===== src/rtl/ram_arbiter_pkg.sv =====
// Shared types for the multicore RAM arbiter: RAM word/state encodings,
// arbiter FSM states and the kind of request currently granted.
package ram_arbiter_pkg;

  typedef logic [31:0] word_t;

  typedef enum logic [1:0] {
    FREE   = 2'd0,
    BUSY   = 2'd1,
    ACCESS = 2'd2,
    ERROR  = 2'd3
  } ramstate_t;

  typedef enum logic {
    IDLE = 1'b0,
    HOLD = 1'b1
  } arb_state_t;

  typedef enum logic [1:0] {
    IFETCH = 2'd0,
    DREAD  = 2'd1,
    DWRITE = 2'd2
  } req_kind_t;

  // ACCESS and ERROR both terminate the current RAM transaction
  function automatic logic ram_done(input ramstate_t s);
    return (s == ACCESS) || (s == ERROR);
  endfunction

endpackage


===== src/rtl/ram_arbiter_if.sv =====
// Bundle of per-core request/response signals and the shared RAM port.
// master: the arbiter; slave: the cores and RAM around it.
interface ram_arbiter_if
  import ram_arbiter_pkg::*;
#(
  parameter int CPUS = 2
);

  logic [CPUS-1:0] iREN;
  logic [CPUS-1:0] dREN;
  logic [CPUS-1:0] dWEN;
  word_t           iaddr  [CPUS];
  word_t           daddr  [CPUS];
  word_t           dstore [CPUS];
  logic [CPUS-1:0] iwait;
  logic [CPUS-1:0] dwait;
  word_t           iload  [CPUS];
  word_t           dload  [CPUS];

  ramstate_t       ramstate;
  word_t           ramload;
  logic            ramREN;
  logic            ramWEN;
  word_t           ramaddr;
  word_t           ramstore;
  logic            ramerr;

  modport master (
    input  iREN, dREN, dWEN, iaddr, daddr, dstore, ramstate, ramload,
    output iwait, dwait, iload, dload, ramREN, ramWEN, ramaddr, ramstore, ramerr
  );

  modport slave (
    output iREN, dREN, dWEN, iaddr, daddr, dstore, ramstate, ramload,
    input  iwait, dwait, iload, dload, ramREN, ramWEN, ramaddr, ramstore, ramerr
  );

endinterface


===== src/rtl/ram_arbiter_rr_picker.sv =====
// Combinational round-robin picker: first requester found searching upward
// from ptr+1 (wrapping) gets a one-hot grant.
module ram_arbiter_rr_picker #(
  parameter int CPUS = 2,
  parameter int CW   = 1
) (
  input  logic [CPUS-1:0] req,
  input  logic [CW-1:0]   ptr,
  output logic [CPUS-1:0] gnt,
  output logic            valid
);

  logic [CW-1:0] idx_s;

  // scan from the core after ptr, ending on ptr itself
  always_comb begin
    gnt   = '0;
    valid = 1'b0;
    idx_s = '0;
    for (int i = 1; i <= CPUS; i++) begin
      idx_s = CW'((int'(ptr) + i) % CPUS);
      if (!valid && req[idx_s]) begin
        gnt[idx_s] = 1'b1;
        valid      = 1'b1;
      end else begin
        valid = valid;
      end
    end
  end

endmodule


===== src/rtl/ram_arbiter.sv =====
// Shared RAM port arbiter: per-core fetch and data requests are granted one
// at a time and held until the RAM reports ACCESS or ERROR.
module ram_arbiter
  import ram_arbiter_pkg::*;
#(
  parameter int CPUS         = 2,
  parameter int STARVE_LIMIT = 8
) (
  input logic           CLK,
  input logic           RST,
  ram_arbiter_if.master bus
);

  localparam int            CW      = (CPUS > 1) ? $clog2(CPUS) : 1;
  localparam int            NW      = $clog2(STARVE_LIMIT + 1);
  localparam logic [NW-1:0] LIMIT_C = NW'(STARVE_LIMIT);

  arb_state_t      state_r;
  arb_state_t      state_s;
  logic [CW-1:0]   gnt_core_r;
  req_kind_t       gnt_kind_r;
  logic [CW-1:0]   rr_r;
  logic            ramerr_r;
  logic [NW-1:0]   cnt_r [CPUS];

  logic [CPUS-1:0] data_req_s;
  logic [CPUS-1:0] data_gnt_s;
  logic [CPUS-1:0] inst_gnt_s;
  logic            data_valid_s;
  logic            inst_valid_s;
  logic            any_req_s;
  logic [CW-1:0]   win_core_s;
  req_kind_t       win_kind_s;
  logic            gnt_active_s;
  logic            hold_live_s;

  // data class; a starved fetch is promoted into it
  always_comb begin
    data_req_s = '0;
    for (int c = 0; c < CPUS; c++) begin
      data_req_s[c] = bus.dREN[c] | bus.dWEN[c] | (bus.iREN[c] & (cnt_r[c] == LIMIT_C));
    end
  end

  ram_arbiter_rr_picker #(.CPUS(CPUS), .CW(CW)) u_data_pick (
    .req   (data_req_s),
    .ptr   (rr_r),
    .gnt   (data_gnt_s),
    .valid (data_valid_s)
  );

  ram_arbiter_rr_picker #(.CPUS(CPUS), .CW(CW)) u_inst_pick (
    .req   (bus.iREN),
    .ptr   (rr_r),
    .gnt   (inst_gnt_s),
    .valid (inst_valid_s)
  );

  assign any_req_s = data_valid_s | inst_valid_s;

  // winning core and kind; a core's own data request beats its promoted fetch
  always_comb begin
    win_core_s = '0;
    win_kind_s = IFETCH;
    if (data_valid_s) begin
      for (int c = 0; c < CPUS; c++) begin
        if (data_gnt_s[c]) win_core_s = CW'(c);
      end
      if (bus.dWEN[win_core_s])      win_kind_s = DWRITE;
      else if (bus.dREN[win_core_s]) win_kind_s = DREAD;
      else                           win_kind_s = IFETCH;
    end else begin
      for (int c = 0; c < CPUS; c++) begin
        if (inst_gnt_s[c]) win_core_s = CW'(c);
      end
      win_kind_s = IFETCH;
    end
  end

  // is the granted request still being asserted by its core
  always_comb begin
    case (gnt_kind_r)
      IFETCH:  gnt_active_s = bus.iREN[gnt_core_r];
      DREAD:   gnt_active_s = bus.dREN[gnt_core_r];
      DWRITE:  gnt_active_s = bus.dWEN[gnt_core_r];
      default: gnt_active_s = 1'b0;
    endcase
  end

  assign hold_live_s = (state_r == HOLD) && gnt_active_s;

  // FSM state register
  always_ff @(posedge CLK) begin
    if (RST) state_r <= IDLE;
    else     state_r <= state_s;
  end

  // FSM next state
  always_comb begin
    state_s = state_r;
    case (state_r)
      IDLE: begin
        if (any_req_s) state_s = HOLD;
        else           state_s = IDLE;
      end
      HOLD: begin
        if (!gnt_active_s || ram_done(bus.ramstate)) state_s = IDLE;
        else                                         state_s = HOLD;
      end
      default: state_s = IDLE;
    endcase
  end

  // grant capture, round-robin pointer and sticky error flag
  always_ff @(posedge CLK) begin
    if (RST) begin
      gnt_core_r <= '0;
      gnt_kind_r <= IFETCH;
      rr_r       <= CW'(CPUS - 1);
      ramerr_r   <= 1'b0;
    end else begin
      if (state_r == IDLE && any_req_s) begin
        gnt_core_r <= win_core_s;
        gnt_kind_r <= win_kind_s;
      end
      if (hold_live_s && bus.ramstate == ACCESS) rr_r <= gnt_core_r;
      if (hold_live_s && bus.ramstate == ERROR)  ramerr_r <= 1'b1;
    end
  end

  // per-core fetch starvation counters, saturating at the promotion limit
  always_ff @(posedge CLK) begin
    for (int c = 0; c < CPUS; c++) begin
      if (RST) begin
        cnt_r[c] <= '0;
      end else if (!bus.iREN[c]) begin
        cnt_r[c] <= '0;
      end else if (state_r == HOLD && gnt_kind_r == IFETCH && gnt_core_r == CW'(c)) begin
        if (bus.ramstate == ACCESS) cnt_r[c] <= '0;
        else                        cnt_r[c] <= cnt_r[c];
      end else if (cnt_r[c] != LIMIT_C) begin
        cnt_r[c] <= cnt_r[c] + NW'(1);
      end else begin
        cnt_r[c] <= cnt_r[c];
      end
    end
  end

  // RAM drive, load routing and wait release for the live grant
  always_comb begin
    bus.iwait    = '1;
    bus.dwait    = '1;
    bus.ramREN   = 1'b0;
    bus.ramWEN   = 1'b0;
    bus.ramaddr  = '0;
    bus.ramstore = '0;
    for (int c = 0; c < CPUS; c++) begin
      bus.iload[c] = '0;
      bus.dload[c] = '0;
    end
    if (hold_live_s) begin
      case (gnt_kind_r)
        IFETCH: begin
          bus.ramREN               = 1'b1;
          bus.ramaddr              = bus.iaddr[gnt_core_r];
          bus.iload[gnt_core_r]    = bus.ramload;
          bus.iwait[gnt_core_r]    = (bus.ramstate != ACCESS);
        end
        DREAD: begin
          bus.ramREN               = 1'b1;
          bus.ramaddr              = bus.daddr[gnt_core_r];
          bus.dload[gnt_core_r]    = bus.ramload;
          bus.dwait[gnt_core_r]    = (bus.ramstate != ACCESS);
        end
        DWRITE: begin
          bus.ramWEN               = 1'b1;
          bus.ramaddr              = bus.daddr[gnt_core_r];
          bus.ramstore             = bus.dstore[gnt_core_r];
          bus.dload[gnt_core_r]    = bus.ramload;
          bus.dwait[gnt_core_r]    = (bus.ramstate != ACCESS);
        end
        default: begin
          bus.ramREN = 1'b0;
        end
      endcase
    end else begin
      bus.ramREN = 1'b0;
    end
  end

  assign bus.ramerr = ramerr_r;

endmodule


===== src/flat_wrapper.sv =====
// flat-port wrapper written by rule: the top's interface ports become plain ports
module ram_arbiter_flat import ram_arbiter_pkg::*;
#(
  parameter int CPUS         = 2,
  parameter int STARVE_LIMIT = 8
)
  (CLK, RST, bus_iREN, bus_dREN, bus_dWEN, bus_iaddr, bus_daddr, bus_dstore, bus_ramstate, bus_ramload, bus_iwait, bus_dwait, bus_iload, bus_dload, bus_ramREN, bus_ramWEN, bus_ramaddr, bus_ramstore, bus_ramerr);
  ram_arbiter_if #(.CPUS(CPUS)) bus_i ();
  input logic CLK;
  input logic RST;
  input wire logic [$bits(bus_i.iREN)-1:0] bus_iREN;
  input wire logic [$bits(bus_i.dREN)-1:0] bus_dREN;
  input wire logic [$bits(bus_i.dWEN)-1:0] bus_dWEN;
  input wire logic [$bits(bus_i.iaddr)-1:0] bus_iaddr;
  input wire logic [$bits(bus_i.daddr)-1:0] bus_daddr;
  input wire logic [$bits(bus_i.dstore)-1:0] bus_dstore;
  input wire logic [$bits(bus_i.ramstate)-1:0] bus_ramstate;
  input wire logic [$bits(bus_i.ramload)-1:0] bus_ramload;
  output wire logic [$bits(bus_i.iwait)-1:0] bus_iwait;
  output wire logic [$bits(bus_i.dwait)-1:0] bus_dwait;
  output wire logic [$bits(bus_i.iload)-1:0] bus_iload;
  output wire logic [$bits(bus_i.dload)-1:0] bus_dload;
  output wire logic [$bits(bus_i.ramREN)-1:0] bus_ramREN;
  output wire logic [$bits(bus_i.ramWEN)-1:0] bus_ramWEN;
  output wire logic [$bits(bus_i.ramaddr)-1:0] bus_ramaddr;
  output wire logic [$bits(bus_i.ramstore)-1:0] bus_ramstore;
  output wire logic [$bits(bus_i.ramerr)-1:0] bus_ramerr;
  assign bus_i.iREN = bus_iREN;
  assign bus_i.dREN = bus_dREN;
  assign bus_i.dWEN = bus_dWEN;
  assign bus_i.iaddr = {>>{bus_iaddr}};
  assign bus_i.daddr = {>>{bus_daddr}};
  assign bus_i.dstore = {>>{bus_dstore}};
  assign bus_i.ramstate = bus_ramstate;
  assign bus_i.ramload = bus_ramload;
  assign bus_iwait = bus_i.iwait;
  assign bus_dwait = bus_i.dwait;
  assign bus_iload = {>>{bus_i.iload}};
  assign bus_dload = {>>{bus_i.dload}};
  assign bus_ramREN = bus_i.ramREN;
  assign bus_ramWEN = bus_i.ramWEN;
  assign bus_ramaddr = bus_i.ramaddr;
  assign bus_ramstore = bus_i.ramstore;
  assign bus_ramerr = bus_i.ramerr;
  ram_arbiter #(.CPUS(CPUS), .STARVE_LIMIT(STARVE_LIMIT)) u_core (.CLK(CLK), .RST(RST), .bus(bus_i));
endmodule

===== config.mk =====
export PLATFORM = sky130hd
export DESIGN_NAME = ram_arbiter_flat
export DESIGN_NICKNAME = d
export VERILOG_FILES = /design/src/rtl/ram_arbiter_pkg.sv /design/src/rtl/ram_arbiter_if.sv /design/src/rtl/ram_arbiter_rr_picker.sv /design/src/rtl/ram_arbiter.sv /design/src/flat_wrapper.sv
export SDC_FILE = /design/constraint.sdc
export NUM_CORES = 1
export LEC_CHECK = 0
export CAP_MARGIN = 20
export CORE_AREA = 4 4 168 170
export DETAILED_ROUTE_END_ITERATION = 7
export DIE_AREA = 0 0 172 174
export PLACE_DENSITY = 0.53
export SLEW_MARGIN = 15
export SYNTH_ARGS = -nofsm -noshare
export SYNTH_HDL_FRONTEND = slang
export SYNTH_HIERARCHICAL = 1
export SYNTH_SLANG_ARGS = --single-unit

===== constraint.sdc =====
create_clock -name CLK -period 2.3 [get_ports CLK]
set_input_delay 0.345 -clock CLK [delete_from_list [all_inputs] [get_ports CLK]]
set_output_delay 0.345 -clock CLK [all_outputs]
set_load 0.01 [all_outputs]

==> impl_metrics.yaml, run 1 <==
route:
  viasPerCell: 4.081
  ant_nets: 0
  first_pass_iters: 4
  wl_um: 26050
  wire_per_inst_um: 19.39
  drt_iter0_drc: 148
  via_count: 5481
  drc: 0
grt:
  overflow: 0
  antenna_found_initial: 2
  grt_max_degree: 34
  grt_pass1_wl_um: 35890
  grt_pass1_vias: 5903
  grtUsageTotal: 0.1555
outcome:
  status: "finished, violations left"
  violations: "negative setup slack"
sta:
  fmax_ghz: 0.3880
  timing.final.ws_setup_ns: -0.2772
  period_share: 1.121
  min_period_ns: 2.577
  drv_slew: 0
  tightest_slew_ns: 0.5698
  setup_viol: 149
  rsz0062_at_grt: "yes"
  slew_headroom: 0.6201
  timing.hold.ws_ns: 0.4768
  skew_ns: 0.006009
  hold_violations: 0
clocking:
  clkTransAtPathRegs_ns: 0.05
  clockBufferDepth: 2
  cts_tree: "built"
  postCtsHoldBufs: 0
  cts_root_buf: "clkbuf_16"
  cts_max_level: 1
  numCtsBuffers: 3
  cts_sinks: 14
  clk_latency_ns: 0.25
worst_setup_path:
  path_cells: "buf_6 > ha_4 > a22o_1 > mux2_4 > o21ai_4 > buf_6 > buf_16 > buf_6 > buf_6 > nor2_1 > buf_2"
  critical_path_class: "flip-flop to output pin"
  max_stage_delay_ns: 0.32
  required_ns: 1.96
  cp.arrival_ns: 2.23
  crit_top_cell: "buf_6"
  cp-end-kind: "output pin"
  critPathMaxFanout: 3
  cp-start-kind: "flip-flop"
  slowest_stage: "dfxtp_2"
power:
  power-per-cell-area_nw_per_um2: 255.2
  leakage_nw: 4.499
  peakVddDrop_v: 0.0001739
  power.total_mw: 2.612
placement:
  finalWeightedCongestion: 0.7988
  portBuffers: 432
  dp.cells: 1264
  place_area_um2: 8673
  dpl.hpwl_um: 18430
die:
  io_pins: 433
  fp.dieW_um: 172
  core_area_um2: 26730
  num_rows: 60
  die_area_um2: 29930
  start_util: 0.1349
  die_h_um: 174
final_layout:
  area_growth_pct: 183.9
  mostFrequentLayoutCell: "clkdlybuf4s50_1"
  mostFrequentLayoutCells: "clkdlybuf4s50_1, buf_6, and2_4"
  nNetsFinal: 1243
  final_cells: 1343
  drive_above_1_share: 0.5540
  fin_area_um2: 10230
run:
  maxCapViolations: 0
yosys:
  synth_area_um2: 3605
  avgSynthCellArea_um2: 7.637
  synth_cells: 472
  synth.net_count: 714
  yosysWarningCount: 6
min_path:
  hold_class: "flip-flop to flip-flop"
==> metrics by stage <==
| step | util | TNS, ns | worst slack [ns] |
|---|---|---|---|
| after global routing | 0.3828 | -27.63 | -0.3382 |
| after detailed placement | 0.3245 | -65.08 | -0.4040 |
| after floorplan | - | 0 | 0.2540 |
| final | 0.3829 | -18.92 | -0.2772 |
| after global placement | 0.3245 | -65.02 | -0.3821 |
| after CTS | 0.3528 | -35.86 | -0.3995 |
==> registers in the layout, summed over array words and instances, names as in the netlist <==
signal	flops
u_core/cnt_r	8
u_core/gnt_kind_r	2
u_core/bus.ramerr	1
u_core/gnt_core_r	1
u_core/rr_r	1
u_core/state_r	1
==> layout make-up <==
cell class              count  area, µm²
multi-input cells         408       3546
diodes                      2      5.005
well taps                 341      426.7
fillers                  2764      16490
clock buffers               4      88.84
flip-flops and latches     14      369.1
repair buffers            564       5759
inverters                  10      37.54
==> report_power, final <==
part | switching (mW) | total (mW) | internal, mW
Sequential | 0.0216 | 0.306 | 0.285
Clock | 0.109 | 0.373 | 0.264
Combinational | 0.778 | 1.93 | 1.15
==> timing repair <==
item                                    in CTS  in global routing
pin swaps                                   37                 39
gates cloned                                15                  2
endpoints found under the setup margin     198                197
buffers inserted                            66                 19
resized for setup                          853                352
==> worst max-delay path: cells and delay by family, from the launching register on <==
family	cells	cell delay, ns
compound gates	2	0.41
fa+ha+maj	1	0.16
buf+inv	6	0.74
flops	1	0.32
mux	1	0.32
simple gates	1	0.04
==> worst paths after layout <==
path,slack [ns],from,endpoint,cells after the start
worst max-delay path,-0.28,u_core/gnt_kind_r[0],bus_ramaddr[27],11
worst min-delay path,0.48,u_core/bus.ramerr,u_core/bus.ramerr,2
worst min register to register,0.48,u_core/bus.ramerr,u_core/bus.ramerr,2
worst max register to register,0.15,u_core/cnt_r[0][0],u_core/gnt_kind_r[0],9
==> routing by layer <==
| metal | vias to the layer above | wire length (µm) | track usage |
|---|---|---|---|
| met5 | - | 13 | 0 |
| met4 | 2 | 324 | 0.02326 |
| met3 | 14 | 2210 | 0.02911 |
| met2 | 281 | 13580 | 0.2992 |
| met1 | 2510 | 9922 | 0.1788 |
| li1 | 2674 | - | - |
Note: power is estimated with default switching activity, not from simulation.
==> inputs of run 2 (changes only) <==
- CORE_AREA: 4 4 168 170 -> 2 2 171 173
- CTS_CLUSTER_SIZE: unset -> 8
- DIE_AREA: 0 0 172 174 -> 0 0 173 175
- PLACE_DENSITY: 0.53 -> 0.51
==> run 2 against run 1 <==
Net effect: the flow still finishes with violations (negative setup slack); final cell count grew 2.0%; via count shrank 0.64%; global-route usage shrank 0.51 points; maximum frequency grew 2.7%; register-to-register slack gained 0.07 ns; sequential share of layout area grew 0.23 points; die area grew 1.2%; combinational power is essentially flat; largest cell class unchanged; core utilization shrank 4.2 points.
==> impl_metrics.yaml, run 2 (same netlist as run 1, synthesis figures left out) <==
sta:
  period_share: 1.091
  slew_headroom: 0.6867
  tightest_slew_ns: 0.4699
  min_period_ns: 2.509
  fmax_ghz: 0.3986
  hold_violations: 0
  setup_viol: 163
  rsz0062_at_grt: "yes"
  timing.final.ws_setup_ns: -0.2090
  drv_slew: 0
  skew_ns: 0.0008018
clocking:
  clockBufferDepth: 2
  numCtsBuffers: 3
  cts_max_level: 1
  cts_root_buf: "clkbuf_16"
  cts_sinks: 14
  postCtsHoldBufs: 0
  cts_tree: "built"
  clk_latency_ns: 0.24
  clkTransAtPathRegs_ns: 0.05
worst_setup_path:
  cp.arrival_ns: 2.16
  crit_top_cell: "buf_6"
  critical_path_class: "flip-flop to output pin"
  path_cells: "inv_4 > ha_4 > a22o_1 > mux2_4 > o211ai_4 > buf_6 > buf_6 > buf_6 > nor2_1 > buf_2"
  cp-end-kind: "output pin"
  max_stage_delay_ns: 0.38
  required_ns: 1.96
  cp-start-kind: "flip-flop"
  slowest_stage: "dfxtp_4"
  critPathMaxFanout: 4
final_layout:
  drive_above_1_share: 0.4741
  nFillCells: 3036
  regMostFlops: "u_core/cnt_r"
  final_cells: 1370
  mostFrequentLayoutCells: "clkdlybuf4s50_1, and2_1, buf_2"
  nNetsFinal: 1226
  top_regs: "u_core/cnt_r: 8 flops, u_core/gnt_kind_r: 2 flops"
  area_growth_pct: 168.8
  mostFrequentLayoutCell: "clkdlybuf4s50_1"
  largest_register_ffs: 8
die:
  die_h_um: 175
  num_rows: 62
  fp.dieW_um: 173
  core_area_um2: 28390
  start_util: 0.1270
  die_area_um2: 30280
  io_pins: 433
grt:
  grtUsageTotal: 0.1504
  grt_max_degree: 35
  overflow: 0
  grt_pass1_vias: 5683
  grt_pass1_wl_um: 35130
  antenna_found_initial: 3
route:
  drt_iter0_drc: 138
  wire_per_inst_um: 17.83
  ant_nets: 0
  wl_um: 24430
  drc: 0
  first_pass_iters: 4
  via_count: 5446
  viasPerCell: 3.975
power:
  power.total_mw: 2.592
  p_switching_mw: 0.9267
  leakage_nw: 4.267
  comb_power_share: 0.753
  power_frac_clock: 0.129
  peakVddDrop_v: 0.0002678
  pwr-share-seq: 0.118
  netSwitchingFraction: 0.3575
  p_int_mw: 1.666
  power-per-cell-area_nw_per_um2: 267.5
placement:
  dpl.hpwl_um: 17870
  finalWeightedCongestion: 0.8002
  portBuffers: 432
  dp.cells: 1307
outcome:
  violations: "negative setup slack"
  status: "finished, violations left"
min_path:
  hold_class: "flip-flop to flip-flop"
run:
  maxCapViolations: 0
-- run 2: routing by layer --
metal / vias up / track usage / wire length, µm
li1: 2647 / - / -
met1: 2513 / 0.1729 / 9838
met2: 274 / 0.2812 / 12580
met3: 12 / 0.03721 / 1772
met4: 0 / 0.02966 / 236
met5: - / 0 / 0
-- run 2: final cells by class --
type                            count  area (µm²)  share of cell area
Antenna cell                        3       7.507           0.0007747
Clock buffer                        4       78.83            0.008134
Inverter                           10       45.04            0.004648
Multi-Input combinational cell    408        3462              0.3573
Sequential cell                    14       371.6             0.03835
Tap cell                          384       480.5             0.04958
Timing Repair Buffer              547        5245              0.5413
-- run 2: worst max-delay path: cells and delay by family (launching register included) --
| family | cells | cell delay, ns |
|---|---|---|
| compound gates | 2 | 0.47 |
| fa+ha+maj | 1 | 0.16 |
| buf+inv | 5 | 0.55 |
| flops | 1 | 0.38 |
| mux | 1 | 0.32 |
| simple gates | 1 | 0.04 |
-- run 2: worst paths after layout --
path / cells after the start / slack (ns) / to / startpoint
setup / recovery: 10 / -0.21 / bus_ramstore[7] / u_core/gnt_kind_r[1]
hold / removal: 2 / 0.45 / u_core/bus.ramerr / u_core/bus.ramerr
setup reg to reg: 8 / 0.22 / u_core/gnt_core_r / u_core/cnt_r[1][0]
hold reg to reg: 2 / 0.45 / u_core/bus.ramerr / u_core/bus.ramerr
-- run 2: through the flow --
stage / cell area (µm²) / hold WS, ns / setup slack, ns / TNS [ns] / utilization
global placement: 8780 / 0.4420 / -0.5067 / -71.53 / 0.3092
floorplan: 3605 / 0.4696 / 0.2540 / 0 / -
finish: 9691 / 0.4540 / -0.2090 / -16.76 / 0.3413
detailed placement: 8780 / 0.4401 / -0.4967 / -73.38 / 0.3092
global route: 9686 / 0.4765 / -0.2591 / -26.19 / 0.3411
CTS: 9432 / 0.4563 / -0.2540 / -23.71 / 0.3322
-- run 2: power groups by stage --
stage | combinational [mW] | clock (mW) | sequential [mW]
3_3_place_gp | 1.59 | 0 | 0.306
5_1_grt | 2.07 | 0.357 | 0.308
4_1_cts | 1.89 | 0.348 | 0.305
3_5_place_dp | 1.59 | 0 | 0.306
2_1_floorplan | 0.633 | 0 | 0.302
6_report | 1.95 | 0.335 | 0.306
-- run 2: timing repair --
item                                    4_1_cts  5_1_grt
resized for setup                           867      144
pin swaps                                    55       20
gates cloned                                 14        2
buffers inserted                             41        6
endpoints found under the setup margin      198      198
